[config.mk]
export PLATFORM = sky130hd
export DESIGN_NAME = multicycle_controller_flat
export DESIGN_NICKNAME = d
export VERILOG_FILES = /design/src/rtl/multicycle_controller_pkg.sv /design/src/rtl/multicycle_controller_if.sv /design/src/rtl/multicycle_controller_alu_decoder.sv /design/src/rtl/multicycle_controller.sv /design/src/flat_wrapper.sv
export SDC_FILE = /design/constraint.sdc
export NUM_CORES = 1
export LEC_CHECK = 0
export CORE_AREA = 2 2 43 45
export CTS_CLUSTER_SIZE = 28
export DETAILED_ROUTE_END_ITERATION = 16
export DIE_AREA = 0 0 45 47
export HOLD_SLACK_MARGIN = 0.03
export PLACE_DENSITY = 0.9
export SYNTH_ARGS = -nofsm -noshare
export SYNTH_HDL_FRONTEND = slang
export SYNTH_SLANG_ARGS = --single-unit
[constraint.sdc]
create_clock -name clk -period 4.3 [get_ports clk]
set_input_delay 0.43 -clock clk [delete_from_list [all_inputs] [get_ports clk]]
set_output_delay 0.43 -clock clk [all_outputs]
set_load 0.05 [all_outputs]
[src/rtl/multicycle_controller_pkg.sv]
// rtl/multicycle_controller_pkg.sv - shared encodings for the RV32I multicycle controller and ALU
// Purpose: state codes, opcode constants, ALUOp and ALUControl encodings.
// Ports: none (package).
package multicycle_controller_pkg;

  typedef enum logic [3:0] {
    S_FETCH    = 4'd0,
    S_DECODE   = 4'd1,
    S_MEMADR   = 4'd2,
    S_MEMREAD  = 4'd3,
    S_MEMWB    = 4'd4,
    S_MEMWRITE = 4'd5,
    S_EXECUTER = 4'd6,
    S_ALUWB    = 4'd7,
    S_EXECUTEI = 4'd8,
    S_JAL      = 4'd9,
    S_BEQ      = 4'd10
  } state_t;

  localparam logic [6:0] OP_LW    = 7'b0000011;
  localparam logic [6:0] OP_SW    = 7'b0100011;
  localparam logic [6:0] OP_RTYPE = 7'b0110011;
  localparam logic [6:0] OP_ITYPE = 7'b0010011;
  localparam logic [6:0] OP_BEQ   = 7'b1100011;
  localparam logic [6:0] OP_JAL   = 7'b1101111;

  typedef enum logic [1:0] {
    ALUOP_ADD   = 2'b00,
    ALUOP_SUB   = 2'b01,
    ALUOP_FUNCT = 2'b10,
    ALUOP_RSVD  = 2'b11
  } alu_op_t;

  localparam logic [2:0] ALU_ADD = 3'b000;
  localparam logic [2:0] ALU_SUB = 3'b001;
  localparam logic [2:0] ALU_AND = 3'b010;
  localparam logic [2:0] ALU_OR  = 3'b011;
  localparam logic [2:0] ALU_SLT = 3'b101;

endpackage

[src/rtl/multicycle_controller_if.sv]
// rtl/multicycle_controller_if.sv - controller <-> datapath signal bundle
// Purpose: groups instruction fields, ALU flag and all datapath controls.
// Ports: master = controller (drives controls, reads op/funct/Zero);
//        slave  = datapath (drives op/funct/Zero, reads controls).
interface multicycle_controller_if;
  logic [6:0] op;
  logic [2:0] funct3;
  logic       funct7b5;
  logic       Zero;
  logic       PCWrite;
  logic       IRWrite;
  logic       MemWrite;
  logic       RegWrite;
  logic       AdrSrc;
  logic [1:0] ResultSrc;
  logic [1:0] ALUSrcA;
  logic [1:0] ALUSrcB;
  logic [1:0] ImmSrc;
  logic [2:0] ALUControl;
  logic [3:0] state;

  modport master (
    input  op, funct3, funct7b5, Zero,
    output PCWrite, IRWrite, MemWrite, RegWrite, AdrSrc,
    output ResultSrc, ALUSrcA, ALUSrcB, ImmSrc, ALUControl, state
  );

  modport slave (
    output op, funct3, funct7b5, Zero,
    input  PCWrite, IRWrite, MemWrite, RegWrite, AdrSrc,
    input  ResultSrc, ALUSrcA, ALUSrcB, ImmSrc, ALUControl, state
  );
endinterface

[src/rtl/multicycle_controller_alu_decoder.sv]
// rtl/multicycle_controller_alu_decoder.sv - combinational ALUOp/funct to ALUControl decode
// Purpose: maps the FSM's ALUOp plus instruction fields to the ALU operation.
// Ports: alu_op (in), funct3 (in), op_b5 (in, opcode bit 5), funct7b5 (in),
//        alu_control (out).
module alu_decoder
  import multicycle_controller_pkg::*;
(
  input  alu_op_t    alu_op,
  input  logic [2:0] funct3,
  input  logic       op_b5,
  input  logic       funct7b5,
  output logic [2:0] alu_control
);

  always_comb begin
    alu_control = ALU_ADD;
    case (alu_op)
      ALUOP_ADD: alu_control = ALU_ADD;
      ALUOP_SUB: alu_control = ALU_SUB;
      ALUOP_FUNCT: begin
        case (funct3)
          // Only R-type (op bit 5 set) can encode sub; addi with bit 30 set stays add.
          3'b000:  alu_control = (op_b5 && funct7b5) ? ALU_SUB : ALU_ADD;
          3'b010:  alu_control = ALU_SLT;
          3'b110:  alu_control = ALU_OR;
          3'b111:  alu_control = ALU_AND;
          default: alu_control = ALU_ADD;
        endcase
      end
      default:   alu_control = ALU_ADD;
    endcase
  end

endmodule

[src/rtl/multicycle_controller.sv]
// rtl/multicycle_controller.sv - Moore FSM controller for an RV32I multicycle datapath
// Purpose: sequences lw/sw/R-type/I-type/beq/jal through one-cycle states and
//          drives datapath enables, mux selects, ImmSrc and ALUControl.
// Ports: clk (in), rst_n (in, async active-low), bus (multicycle_controller_if.master).
module multicycle_controller
  import multicycle_controller_pkg::*;
(
  input  logic                          clk,
  input  logic                          rst_n,
  multicycle_controller_if.master       bus
);

  state_t     state_q, state_d;
  alu_op_t    alu_op;
  logic       pc_update, branch;
  logic       ir_write, mem_write, reg_write, adr_src;
  logic [1:0] result_src, alu_src_a, alu_src_b;

  // State register
  always_ff @(posedge clk or negedge rst_n) begin
    if (!rst_n) state_q <= S_FETCH;
    else        state_q <= state_d;
  end

  // Next-state logic; anything unrecognised falls back to FETCH so the FSM never locks up.
  always_comb begin
    state_d = S_FETCH;
    case (state_q)
      S_FETCH:  state_d = S_DECODE;
      S_DECODE: begin
        case (bus.op)
          OP_LW, OP_SW: state_d = S_MEMADR;
          OP_RTYPE:     state_d = S_EXECUTER;
          OP_ITYPE:     state_d = S_EXECUTEI;
          OP_BEQ:       state_d = S_BEQ;
          OP_JAL:       state_d = S_JAL;
          default:      state_d = S_FETCH;
        endcase
      end
      S_MEMADR: begin
        if (bus.op == OP_LW)      state_d = S_MEMREAD;
        else if (bus.op == OP_SW) state_d = S_MEMWRITE;
        else                      state_d = S_FETCH;
      end
      S_MEMREAD:  state_d = S_MEMWB;
      S_EXECUTER,
      S_EXECUTEI,
      S_JAL:      state_d = S_ALUWB;
      default:    state_d = S_FETCH;
    endcase
  end

  // Moore outputs
  always_comb begin
    pc_update  = 1'b0;
    branch     = 1'b0;
    ir_write   = 1'b0;
    mem_write  = 1'b0;
    reg_write  = 1'b0;
    adr_src    = 1'b0;
    result_src = 2'b00;
    alu_src_a  = 2'b00;
    alu_src_b  = 2'b00;
    alu_op     = ALUOP_ADD;
    case (state_q)
      S_FETCH: begin
        ir_write   = 1'b1;
        pc_update  = 1'b1;
        alu_src_b  = 2'b10;
        result_src = 2'b10;
      end
      S_DECODE: begin
        alu_src_a = 2'b01;
        alu_src_b = 2'b01;
      end
      S_MEMADR: begin
        alu_src_a = 2'b10;
        alu_src_b = 2'b01;
      end
      S_MEMREAD:  adr_src = 1'b1;
      S_MEMWB: begin
        result_src = 2'b01;
        reg_write  = 1'b1;
      end
      S_MEMWRITE: begin
        adr_src   = 1'b1;
        mem_write = 1'b1;
      end
      S_EXECUTER: begin
        alu_src_a = 2'b10;
        alu_op    = ALUOP_FUNCT;
      end
      S_EXECUTEI: begin
        alu_src_a = 2'b10;
        alu_src_b = 2'b01;
        alu_op    = ALUOP_FUNCT;
      end
      S_ALUWB:    reg_write = 1'b1;
      S_BEQ: begin
        alu_src_a = 2'b10;
        alu_op    = ALUOP_SUB;
        branch    = 1'b1;
      end
      S_JAL: begin
        alu_src_a = 2'b01;
        alu_src_b = 2'b10;
        pc_update = 1'b1;
      end
      default: ;
    endcase
  end

  alu_decoder u_alu_decoder (
    .alu_op      (alu_op),
    .funct3      (bus.funct3),
    .op_b5       (bus.op[5]),
    .funct7b5    (bus.funct7b5),
    .alu_control (bus.ALUControl)
  );

  // ImmSrc depends on the opcode alone, independent of state.
  always_comb begin
    case (bus.op)
      OP_SW:   bus.ImmSrc = 2'b01;
      OP_BEQ:  bus.ImmSrc = 2'b10;
      OP_JAL:  bus.ImmSrc = 2'b11;
      default: bus.ImmSrc = 2'b00;
    endcase
  end

  // Write enables are gated by rst_n so nothing is written while reset is held,
  // even though state_q already reads FETCH.
  assign bus.PCWrite   = rst_n & (pc_update | (branch & bus.Zero));
  assign bus.IRWrite   = rst_n & ir_write;
  assign bus.MemWrite  = rst_n & mem_write;
  assign bus.RegWrite  = rst_n & reg_write;
  assign bus.AdrSrc    = adr_src;
  assign bus.ResultSrc = result_src;
  assign bus.ALUSrcA   = alu_src_a;
  assign bus.ALUSrcB   = alu_src_b;
  assign bus.state     = state_q;

endmodule

[src/flat_wrapper.sv]
// flat-port wrapper written by rule: the top's interface ports become plain ports
module multicycle_controller_flat import multicycle_controller_pkg::*;
  (clk, rst_n, bus_op, bus_funct3, bus_funct7b5, bus_Zero, bus_PCWrite, bus_IRWrite, bus_MemWrite, bus_RegWrite, bus_AdrSrc, bus_ResultSrc, bus_ALUSrcA, bus_ALUSrcB, bus_ImmSrc, bus_ALUControl, bus_state);
  multicycle_controller_if bus_i ();
  input  logic clk;
  input  logic rst_n;
  input wire logic [$bits(bus_i.op)-1:0] bus_op;
  input wire logic [$bits(bus_i.funct3)-1:0] bus_funct3;
  input wire logic [$bits(bus_i.funct7b5)-1:0] bus_funct7b5;
  input wire logic [$bits(bus_i.Zero)-1:0] bus_Zero;
  output wire logic [$bits(bus_i.PCWrite)-1:0] bus_PCWrite;
  output wire logic [$bits(bus_i.IRWrite)-1:0] bus_IRWrite;
  output wire logic [$bits(bus_i.MemWrite)-1:0] bus_MemWrite;
  output wire logic [$bits(bus_i.RegWrite)-1:0] bus_RegWrite;
  output wire logic [$bits(bus_i.AdrSrc)-1:0] bus_AdrSrc;
  output wire logic [$bits(bus_i.ResultSrc)-1:0] bus_ResultSrc;
  output wire logic [$bits(bus_i.ALUSrcA)-1:0] bus_ALUSrcA;
  output wire logic [$bits(bus_i.ALUSrcB)-1:0] bus_ALUSrcB;
  output wire logic [$bits(bus_i.ImmSrc)-1:0] bus_ImmSrc;
  output wire logic [$bits(bus_i.ALUControl)-1:0] bus_ALUControl;
  output wire logic [$bits(bus_i.state)-1:0] bus_state;
  assign bus_i.op = bus_op;
  assign bus_i.funct3 = bus_funct3;
  assign bus_i.funct7b5 = bus_funct7b5;
  assign bus_i.Zero = bus_Zero;
  assign bus_PCWrite = bus_i.PCWrite;
  assign bus_IRWrite = bus_i.IRWrite;
  assign bus_MemWrite = bus_i.MemWrite;
  assign bus_RegWrite = bus_i.RegWrite;
  assign bus_AdrSrc = bus_i.AdrSrc;
  assign bus_ResultSrc = bus_i.ResultSrc;
  assign bus_ALUSrcA = bus_i.ALUSrcA;
  assign bus_ALUSrcB = bus_i.ALUSrcB;
  assign bus_ImmSrc = bus_i.ImmSrc;
  assign bus_ALUControl = bus_i.ALUControl;
  assign bus_state = bus_i.state;
  multicycle_controller u_core (.clk(clk), .rst_n(rst_n), .bus(bus_i));
endmodule
# [After elaboration in Yosys (flattened, before gate mapping)]
# Index checks and enable logic that the tools add are counted.
[totals] register_bits=4 word_cells=58 output_inout_bits=20 inputBits=14
[classes] bitwise=6 n_reduce_logical=12 mux=18 eq_ne=21
[ops] operator="$pmux W4 S5" count=2
[ops] operator="$eq A4 B3 Y1 const B" count=4
[ops] operator="$pmux W2 S2" count=4
[ops] operator="$eq A7 B6 Y1 const B" count=2
[ops] operator="$eq A7 B7 Y1 const B" count=2
[ops] operator="$eq A4 B4 Y1 const B" count=3
[ops] operator="$pmux W3 S4" count=1
[ops] operator="$reduce_or A2 Y1" count=6
[ops] operator="$eq A4 B2 Y1 const B" count=2
[ops] operator="$eq A7 B2 Y1 const B" count=1
[ops] operator="$eq A7 B5 Y1 const B" count=1
[ops] operator="$mux W1" count=7
[ops] operator="$eq A3 B3 Y1 const B" count=2
[ops] operator="$pmux W2 S3" count=1
[ops] operator="$pmux W3 S2" count=1
[ops] operator="$reduce_or A3 Y1" count=2
[ops] operator="$and A1 B1 Y1" count=5
[ops] operator="$eq A4 B1 Y1 const B" count=1
[ops] operator="$logic_not A4 Y1" count=1
[ops] operator="$mux W4" count=1
[ops] operator="$reduce_or A4 Y1" count=1
[ops] operator="$eq A3 B2 Y1 const B" count=1
[ops] operator="$logic_not A3 Y1" count=1
[ops] operator="$mux W3" count=1
[ops] operator="other kinds (4)" count=4

# [Logic depth before layout (Yosys ltp)]
[logic_depth] ltp_word=5 mapped_depth=8 ltp_nobuf=7

# [Modules after synthesis]
# Synthesis repeated with hierarchy kept, for this count alone.
[unflattened] hier_cells=76 area_unflattened_um2=655.6
[by_module_without_submodules] mod="multicycle_controller" cells_each=65 area_each_um2=559.3 n_inst=1
[by_module_without_submodules] mod="alu_decoder" cells_each=11 area_each_um2=96.3 n_inst=1

# [Worst setup path after synthesis]
# No wires, ideal clock.
[synth_path] kind="flip-flop to output port" from="register u_core.state_q[2], in the netlist u_core.bus.state[2]" to="output bus_ALUControl[2]" arrival_time_ns=3.126 path_buffers=1 path_slack_ns=0.744 path_stages_with_launch=7 path_cell_list="dfrtp_1 buf_2 nor2b_1 nand2_1 a21o_1 ha_1 nor4_1"
[synth_between] elab_chain_len=5 word_cells_on_any_way=8 classes_between="eq/ne (5); mux (2); reduce/logical (1)"
[synth_rtl] item="start: declaration" line_no="multicycle_controller.sv:13" source="state_t state_q, state_d;"
[synth_rtl] item="start signal: assignment" line_no="multicycle_controller.sv:22" source="else state_q <= state_d;"
[synth_rtl] item="$eq A4 B3 Y1 / $eq A4 B4 Y1 (equally long branches)" line_no="multicycle_controller.sv:65" source="case (state_q)"
[synth_rtl] item="$reduce_or A2 Y1 (no source line)"
[synth_rtl] item="$pmux W2 S2 *" line_no="multicycle_controller.sv:65"
[synth_rtl] item="$eq A2 B2 Y1 / $eq A2 B1 Y1 (equally long branches)" line_no="multicycle_controller_alu_decoder.sv:17" source="case (alu_op)"
[synth_rtl] item="$pmux W3 S2 *" line_no="multicycle_controller_alu_decoder.sv:17"
[synth_rtl] item="end: declaration" line_no="flat_wrapper.sv:20" source="output wire logic [$bits(bus_i.ALUControl)-1:0] bus_ALUControl;"
# Mark *: on every way between the ends. The rest lies on a longest branch, timed or not.

# [Worst setup path in the final report]
[layout_path] from="register u_core.state_q[1], in the netlist u_core.bus.state[1]" to="output bus_ALUControl[2]"
# Same word-level chain as after synthesis.

==> flow_summary.json <==
{
  "period_needed_ps": 3130,
  "clock_skew_ps": 1.18,
  "place.gp.congestion": 0.922,
  "status": "finished, final reports clean",
  "antenna_found_initial": 0,
  "fin_setup_tns_ps": 0,
  "worst-endpoint-required_ps": 3870,
  "syn_avg_cell_area_um2": 7.30,
  "crit_path_end_kind": "output port",
  "cts.repair.resized": 0,
  "grt_first_pass_wirelength_um": 2870,
  "grt_start_max_net_pins": 17,
  "synth_edf_count": 0,
  "fp.dieH_um": 47,
  "yosysMostFrequentCell": "nand2_1",
  "cap_violations": 0,
  "fin_util_pct": 57.8,
  "reg2regPathDepth": 3,
  "viasPerCell": 5.37,
  "relSlewSlack_pct": 65.5,
  "cts_tree": "built",
  "place_hpwl_um": 1300,
  "clk_latency_ps": 230,
  "synth_nets": 100,
  "synth_ff_type": "dfrtp_1",
  "dieArea_um2": 2120,
  "synth_common_cells": "10 x nand2_1, 7 x a21oi_1, 6 x nor2_1",
  "fp.dieW_um": 45,
  "wire_per_inst_um": 12.4,
  "cts_buffer_depth": 2,
  "cpPeakStageDelay_ps": 850,
  "p_per_area_nw_per_um2": 394,
  "worstHoldPathType": "primary input to asynchronous set/reset pin",
  "finalSetupViolations": 0,
  "power_leakage_nw": 0.354,
  "drt_wl_total_um": 1650,
  "max_freq_mhz": 320,
  "clock-root-buffer": "clkbuf_4",
  "path_depth": 6,
  "synth_area_um2": 613,
  "drive_gt1_share_pct": 8.62,
  "drtAntennaViolNets": 0,
  "ys_types": 37,
  "firstDrtPassIters": 4,
  "synth_top_area_cell": "dfrtp_1",
  "io_buffers": 33,
  "crit_arrival_ps": 2700,
  "htreeDepth": 1,
  "drc_errors": 0,
  "crit_family": "buffers and inverters",
  "boundaryPins": 34,
  "finalCritPeriodShare_pct": 72.7,
  "critPathKind": "flop to output port",
  "core_um2": 1650,
  "ys_warn_count": 0,
  "largest_reg_flops": 4,
  "start_util_pct": 37.1,
  "grt_pass1_vias": 657,
  "cts.reportedPaths.clkPinSlew_ps": 40,
  "fillCellCount": 155,
  "synthArstFlopShare_pct": 100,
  "yosys-top-cells-area": "dfrtp_1 16%, nand2_1 6.1%, a21oi_1 5.7%",
  "worstPathCellList": "nor2_1 > nand2_1 > a21o_1 > ha_1 > nor4_1 > clkdlybuf4s50_1",
  "grtUsageTotal_pct": 18.5,
  "vias": 714,
  "worst_pin_slew_ps": 516,
  "critical_path_buf_inv_count": 1,
  "synthCells": 84,
  "clock_sinks": 4,
  "finalHoldViolCount": 0,
  "syn_to_final_growth_pct": 55.7,
  "drv_slew": 0,
  "rows": 15,
  "place_area_um2": 932,
  "rsz0062_at_grt": "no",
  "synth_top_cell_area_share_pct": 16.3,
  "drtIter0Drc": 12,
  "cpMaxStageDelayCell": "clkdlybuf4s50_1",
  "final_nets": 134,
  "ys_seq_area_share_pct": 16.3,
  "postCtsSetupRepairBufs": 0,
  "postCtsHoldBufs": 0,
  "overflow": 0,
  "n_antenna_cell": 0,
  "start_kind": "flop",
  "path_max_fanout": 16,
  "cts_buffers": 3,
  "synth_seq_cells": 4,
  "stdcell_area_um2": 955,
  "irDropWorstVdd_mv": 0.259
}
through the flow:
stage,instances,setup WS (ps),hold WS (ps),power [mW]
3_5_place_dp,130,1420,694,0.330
6_report,133,1170,451,0.376
2_1_floorplan,84,744,134,0.248
3_3_place_gp,130,1460,690,0.328
4_1_cts,133,1160,447,0.378
5_1_grt,133,978,465,0.399
path summary, 6_finish.rpt:
kind	from	endpoint	slack, ps
min reg2reg	u_core.bus.state[3]$_DFF_PN0_	u_core.bus.state[3]$_DFF_PN0_	750
max reg2reg	u_core.bus.state[1]$_DFF_PN0_	u_core.bus.state[2]$_DFF_PN0_	2780
min	rst_n	u_core.bus.state[1]$_DFF_PN0_	450
min in group clk	u_core.bus.state[3]$_DFF_PN0_	u_core.bus.state[3]$_DFF_PN0_	750
max	u_core.bus.state[1]$_DFF_PN0_	bus_ALUControl[2]	1170
max in group asynchronous	rst_n	u_core.bus.state[3]$_DFF_PN0_	3620
power by group:
part	internal, mW	switching [mW]
Combinational	0.0905	0.172
Sequential	0.0431	0.0244
Clock	0.0312	0.0144
worst reg2reg max path: stages (launching register included):
cell and delay, ps:
dfrtp_1 590, nor2b_1 320, o21ai_0 150, a2111oi_2 340
cell usage in the layout (no fill, tap or decap), types with 2 or more instances in the layout:
| cell type | instances |
|---|---|
| clkdlybuf4s50_1 | 33 |
| nand2_1 | 10 |
| a21oi_1 | 7 |
| nor2_1 | 6 |
| inv_1 | 5 |
| nor3_1 | 5 |
| nand2b_1 | 4 |
| o21ai_0 | 4 |
| dfrtp_1 | 4 |
| nor2b_1 | 3 |
| nand3_1 | 3 |
| clkbuf_4 | 3 |
| nor4_1 | 2 |
| a2111oi_2 | 2 |
| and2_1 | 2 |
| ha_1 | 2 |
area by class of cell:
type,count,area (um2),area share [%]
flip-flops and latches,4,100,10.5
inverters,5,18.8,1.97
well taps,17,21.3,2.23
clock buffers,3,22.5,2.36
multi-input cells,71,462,48.4
repair buffers,33,330,34.6
routing by layer:
layer,up-vias,track usage [%],share of wire (%)
li1,375,-,-
met1,311,25.1,45
met2,24,28.3,49
met3,4,5.00,4.4
met4,0,6.47,1.6
met5,-,0,0
kinds of logic after synthesis:
family	count (synthesis)	synth area share [%]
muxes	1	1.63
adders and majority gates	2	4.08
buffers and inverters	9	8.37
xor gates and xnor gates	1	1.43
and+or+nand+nor	46	44.1
AOI/OAI and AO/OA	21	24.1
DFF	4	16.3
Power figures use the tool's default switching activity.
